===== src/rtl/clock_enable_gen.sv =====
// PLL lock supervisor plus phase-aligned, runtime-programmable clock-enable strobes.
// Latency: ready/sys_rst_n rise 3+LOCK_CYCLES+RST_HOLD edges after lock is first sampled; fall 3 edges after lock loss.
// Backpressure: none; div_load is always accepted and acknowledged one cycle later.
module clock_enable_gen #(
    parameter int NUM_CH      = 2,
    parameter int DIV_WIDTH   = 8,
    parameter int LOCK_CYCLES = 1024,
    parameter int RST_HOLD    = 16,
    parameter int DIV_RESET   = 1
) (
    input  logic                        clock_in,
    input  logic                        reset_n,
    input  logic                        pll_locked,
    input  logic [NUM_CH*DIV_WIDTH-1:0] div_value,
    input  logic                        div_load,
    output logic                        load_ack,
    output logic [NUM_CH-1:0]           clk_en,
    output logic                        sys_rst_n,
    output logic                        ready
);
    localparam int LCW = (LOCK_CYCLES > 1) ? $clog2(LOCK_CYCLES) : 1;
    localparam int HCW = (RST_HOLD > 1) ? $clog2(RST_HOLD) : 1;
    localparam logic [LCW-1:0] LOCK_LAST = LCW'(LOCK_CYCLES - 1);
    localparam logic [HCW-1:0] HOLD_LAST = HCW'(RST_HOLD - 1);

    typedef enum logic [1:0] {WAIT_LOCK, STABLE, HOLD, RUN} state_t;

    state_t         state, state_nxt;
    logic [LCW-1:0] lock_cnt, lock_cnt_nxt;
    logic [HCW-1:0] hold_cnt, hold_cnt_nxt;
    logic           lock_meta, lock_s;
    logic           run_en;

    logic [DIV_WIDTH-1:0] div_q   [NUM_CH];
    logic [DIV_WIDTH-1:0] cnt_q   [NUM_CH];
    logic [DIV_WIDTH-1:0] div_eff [NUM_CH];
    logic [DIV_WIDTH-1:0] cnt_eff [NUM_CH];
    logic [DIV_WIDTH-1:0] cnt_nxt [NUM_CH];
    logic [NUM_CH-1:0]    clk_en_nxt;

    // Outputs are gated by the live lock so a loss in RUN drops them on the same edge the FSM leaves RUN.
    assign run_en = (state == RUN) && lock_s;

    always_ff @(posedge clock_in) begin
        if (!reset_n) begin
            state    <= WAIT_LOCK;
            lock_cnt <= '0;
            hold_cnt <= '0;
        end else begin
            state    <= state_nxt;
            lock_cnt <= lock_cnt_nxt;
            hold_cnt <= hold_cnt_nxt;
        end
    end

    always_comb begin
        state_nxt    = state;
        lock_cnt_nxt = lock_cnt;
        hold_cnt_nxt = hold_cnt;
        case (state)
            WAIT_LOCK: begin
                if (lock_s) begin
                    state_nxt    = STABLE;
                    lock_cnt_nxt = '0;
                end
            end
            STABLE: begin
                if (!lock_s) begin
                    state_nxt = WAIT_LOCK;
                end else if (lock_cnt == LOCK_LAST) begin
                    state_nxt    = HOLD;
                    hold_cnt_nxt = '0;
                end else begin
                    lock_cnt_nxt = lock_cnt + LCW'(1);
                end
            end
            HOLD: begin
                if (!lock_s) begin
                    state_nxt = WAIT_LOCK;
                end else if (hold_cnt == HOLD_LAST) begin
                    state_nxt = RUN;
                end else begin
                    hold_cnt_nxt = hold_cnt + HCW'(1);
                end
            end
            RUN: begin
                if (!lock_s) state_nxt = WAIT_LOCK;
            end
            default: state_nxt = WAIT_LOCK;
        endcase
    end

    // A load restarts every counter from zero with the new divisor, so the strobe lands the cycle after capture.
    always_comb begin
        for (int i = 0; i < NUM_CH; i++) begin
            div_eff[i]    = div_load ? div_value[i*DIV_WIDTH +: DIV_WIDTH] : div_q[i];
            cnt_eff[i]    = div_load ? '0 : cnt_q[i];
            clk_en_nxt[i] = run_en && (div_eff[i] != '0) && (cnt_eff[i] == '0);
            if (!run_en || (div_eff[i] == '0) || (cnt_eff[i] == div_eff[i] - DIV_WIDTH'(1)))
                cnt_nxt[i] = '0;
            else
                cnt_nxt[i] = cnt_eff[i] + DIV_WIDTH'(1);
        end
    end

    always_ff @(posedge clock_in) begin
        if (!reset_n) begin
            lock_meta <= 1'b0;
            lock_s    <= 1'b0;
            load_ack  <= 1'b0;
            clk_en    <= '0;
            sys_rst_n <= 1'b0;
            ready     <= 1'b0;
            for (int i = 0; i < NUM_CH; i++) begin
                div_q[i] <= DIV_WIDTH'(DIV_RESET);
                cnt_q[i] <= '0;
            end
        end else begin
            lock_meta <= pll_locked;
            lock_s    <= lock_meta;
            load_ack  <= div_load;
            clk_en    <= clk_en_nxt;
            sys_rst_n <= run_en;
            ready     <= run_en;
            for (int i = 0; i < NUM_CH; i++) begin
                if (div_load) div_q[i] <= div_value[i*DIV_WIDTH +: DIV_WIDTH];
                cnt_q[i] <= cnt_nxt[i];
            end
        end
    end
endmodule


===== config.mk =====
export PLATFORM = sky130hd
export DESIGN_NAME = clock_enable_gen
export DESIGN_NICKNAME = d
export VERILOG_FILES = /design/src/rtl/clock_enable_gen.sv
export SDC_FILE = /design/constraint.sdc
export NUM_CORES = 1
export LEC_CHECK = 0
export CAP_MARGIN = 15
export CORE_UTILIZATION = 53
export CTS_CLUSTER_DIAMETER = 150
export CTS_CLUSTER_SIZE = 20
export DETAILED_ROUTE_END_ITERATION = 12
export PLACE_DENSITY = 0.82
export SYNTH_ARGS = -nofsm -noshare
export SYNTH_HDL_FRONTEND = slang
export SYNTH_SLANG_ARGS = --single-unit

===== constraint.sdc =====
create_clock -name clock_in -period 8.22 [get_ports clock_in]
set_input_delay 1.644 -clock clock_in [delete_from_list [all_inputs] [get_ports clock_in]]
set_output_delay 1.644 -clock clock_in [all_outputs]
set_load 0.005 [all_outputs]

==> reports/qor.yml <==
status: "completed"
fin_util: 0.6190
numCtsBuffers: 5
yosys-top-cells-count: "dfxtp_1, nor3_1, nor2_1, xor2_1, xnor2_1"
syn2layout_area_growth_pct: 11.97
core-area_mm2: 0.005540
clk_pin_slew_worst_paths_ns: 0.10
post_synth_xor_area_fraction: 0.1344
finalWorstPathRequiredPeriod_ns: 4.225
synthDistinctLibCells: 45
arrival_ns: 4.39
grt_pass1_vias: 2395
worstSetupEndpointType: "register"
setup_viol: 0
wl_met1_mm: 2.757
start_kind: "primary input"
reg2reg_from: "div_q[0][8]"
io_pins: 25
p_switching_mw: 0.1324
hold_start: "lock_meta"
max_freq_mhz: 236.7
hold_path.class: "reg2reg"
netlist_instances: 334
slew_headroom: 0.4809
drv_cap: 0
synth_edf_count: 16
antenna_cells: 0
clock_path_buffers: 2
critPathLaunch: "div_load"
maxUsedRoutingLayer: "met4"
clk_latency_ns: 0.31
p_int_mw: 0.3928
cts-root-buf: "clkbuf_8"
rows: 27
via_per_inst: 5.744
die-area_mm2: 0.006087
synth_compound_area_frac: 0.09109
grt_max_degree: 81
multi_input_area_mm2: 0.001727
switching_share: 0.2521
wl_met3_um: 216
synthesis.area_mm2: 0.003063
rsz0062_at_grt: "no"
wire_per_inst_um: 14.52
muxShareOfSynthArea: 0.02655
yosys.area_share.adder: 0.03268
p_total_mw: 0.5251
syn_area_per_cell_um2: 9.170
worstMarginPinSlew_ns: 0.7787
synth_top_family_by_area: "simple AND/OR/NAND/NOR gates"
post_cts_buffers: 0
powerDensity_mw_per_mm2: 153.1
comb_power_share: 0.127
synth_warnings: 0
synth_area_leaders: "dfxtp_1, edfxtp_1, xor2_1, xnor2_1, nor3_1"
synth_largest_area_cell: "dfxtp_1"
gp_congestion: 0.8379
synth_top_area_share: 0.2484
path_class: "in2reg"
overflow: 0
path_max_fanout: 80
finalHoldViolations: 0
nFillCells: 475
grt_pass1_wl_mm: 10.52
final_nets: 380
wl_met2_mm: 3.122
drive_gt1_frac: 0.03683
seqCellArea_mm2: 0.001241
antenna_found_initial: 0
ir_worst_vdd_mv: 0.08450
drc_errors: 0
finClkSkew_ns: 0.008305
ys.flop_type: "dfxtp_1"
first_pass_iters: 5
finalSetupTns_ns: 0
die_h_um: 78.02
synthesis.nets: 362
p_leak_nw: 1.279
dp_hpwl_mm: 4.378
track_usage: 0.2179
critical_path_required_ns: 8.39
postCtsHoldBufs: 0
cts_resized: 0
yosysSeqAreaShare: 0.4052
yosysMostFrequentCell: "dfxtp_1"
cts_tree: "done"
io_buffer_count: 24
ys_ff_latch: 54
final.period_utilization: 0.5140
die_w_um: 78.02
ant_nets: 0
cts-htree-levels: 2
clkSinkCount: 54
vias: 2441
clkPwrFrac: 0.323
synth-simple-area-share: 0.2790
slew_viol_final: 0
routed_wl_mm: 6.171
synthArstFlopShare: 0
start_util: 0.5528
drt_iter0_markers: 155
seqPwrFrac: 0.550
[worst paths after layout]
path | to | slack (ns) | cells after the start
max | cnt_q[0][11] | 3.99 | 9
min | lock_s | 0.45 | 1
max reg2reg | cnt_q[0][11] | 5.60 | 7
min reg2reg | lock_s | 0.45 | 1
[through the flow]
step | instances | hold WS [ns] | cell area [um2] | setup WS, ns
after global placement | 417 | 0.4210 | 3323 | 3.759
after detailed placement | 417 | 0.4324 | 3323 | 3.697
after CTS | 425 | 0.4585 | 3430 | 4.021
after floorplan | 334 | 0.4119 | 3063 | 3.507
final | 425 | 0.4494 | 3430 | 3.995
after global routing | 425 | 0.4759 | 3430 | 3.760
[cell families (layout without fill, tap and decap cells)]
logic type	after synthesis	after routing
XOR/XNOR	47	47
AO/OA/AOI/OAI	40	40
AND/OR/NAND/NOR	157	157
multiplexers	8	8
buffers and inverters	20	39
flip-flops	54	54
adder cells (fa/ha/maj)	8	8
[worst max-delay path, stage by stage]
cell,delay [ns]
buf_2,0.07
buf_4,0.52
mux2i_1,0.28
ha_1,0.27
nand2_1,0.15
o21a_1,0.19
or4_4,0.52
a2111oi_4,0.61
nor4_1,0.11
[power by group through the flow]
stage / clock network (mW) / registers [mW] / logic, mW
2_1_floorplan: 0 / 0.293 / 0.0467
3_3_place_gp: 0 / 0.295 / 0.0640
3_5_place_dp: 0 / 0.295 / 0.0656
4_1_cts: 0.171 / 0.289 / 0.0666
5_1_grt: 0.182 / 0.290 / 0.0733
6_report: 0.169 / 0.289 / 0.0667
[area by class of cell]
class                   count  area share
multi-input cells         260      0.5035
well taps                  72     0.02627
flip-flops and latches     54      0.3619
clock inverters             2    0.003648
inverters                   6    0.006567
repair buffers             25     0.07078
clock buffers               6     0.02736
[registers in the layout, indices dropped and copies added, names as in the netlist]
name / cells
state: 2
load_ack: 1
hold_cnt: 4
lock_s: 1
div_q: 16
clk_en: 2
ready: 1
cnt_q: 16
lock_cnt: 10
lock_meta: 1
[metal layers]
| metal | GRT usage | vias up |
|---|---|---|
| met5 | 0 | - |
| met4 | 0.08704 | 0 |
| met3 | 0.04186 | 8 |
| met2 | 0.3867 | 46 |
| met1 | 0.2585 | 1145 |
| li1 | - | 1242 |
[cells in the final DEF (no fill, tap or decap), types with 12 or more instances in the layout]
cell type / Yosys / final
clkdlybuf4s50_1: 0 / 23
nand3_1: 12 / 12
edfxtp_1: 16 / 16
nand2_1: 21 / 21
nor2_1: 24 / 24
xnor2_1: 23 / 23
o21ai_0: 17 / 17
nor3_1: 26 / 26
and3_1: 20 / 20
dfxtp_1: 38 / 38
xor2_1: 24 / 24
(Power assumes the default switching activity.)
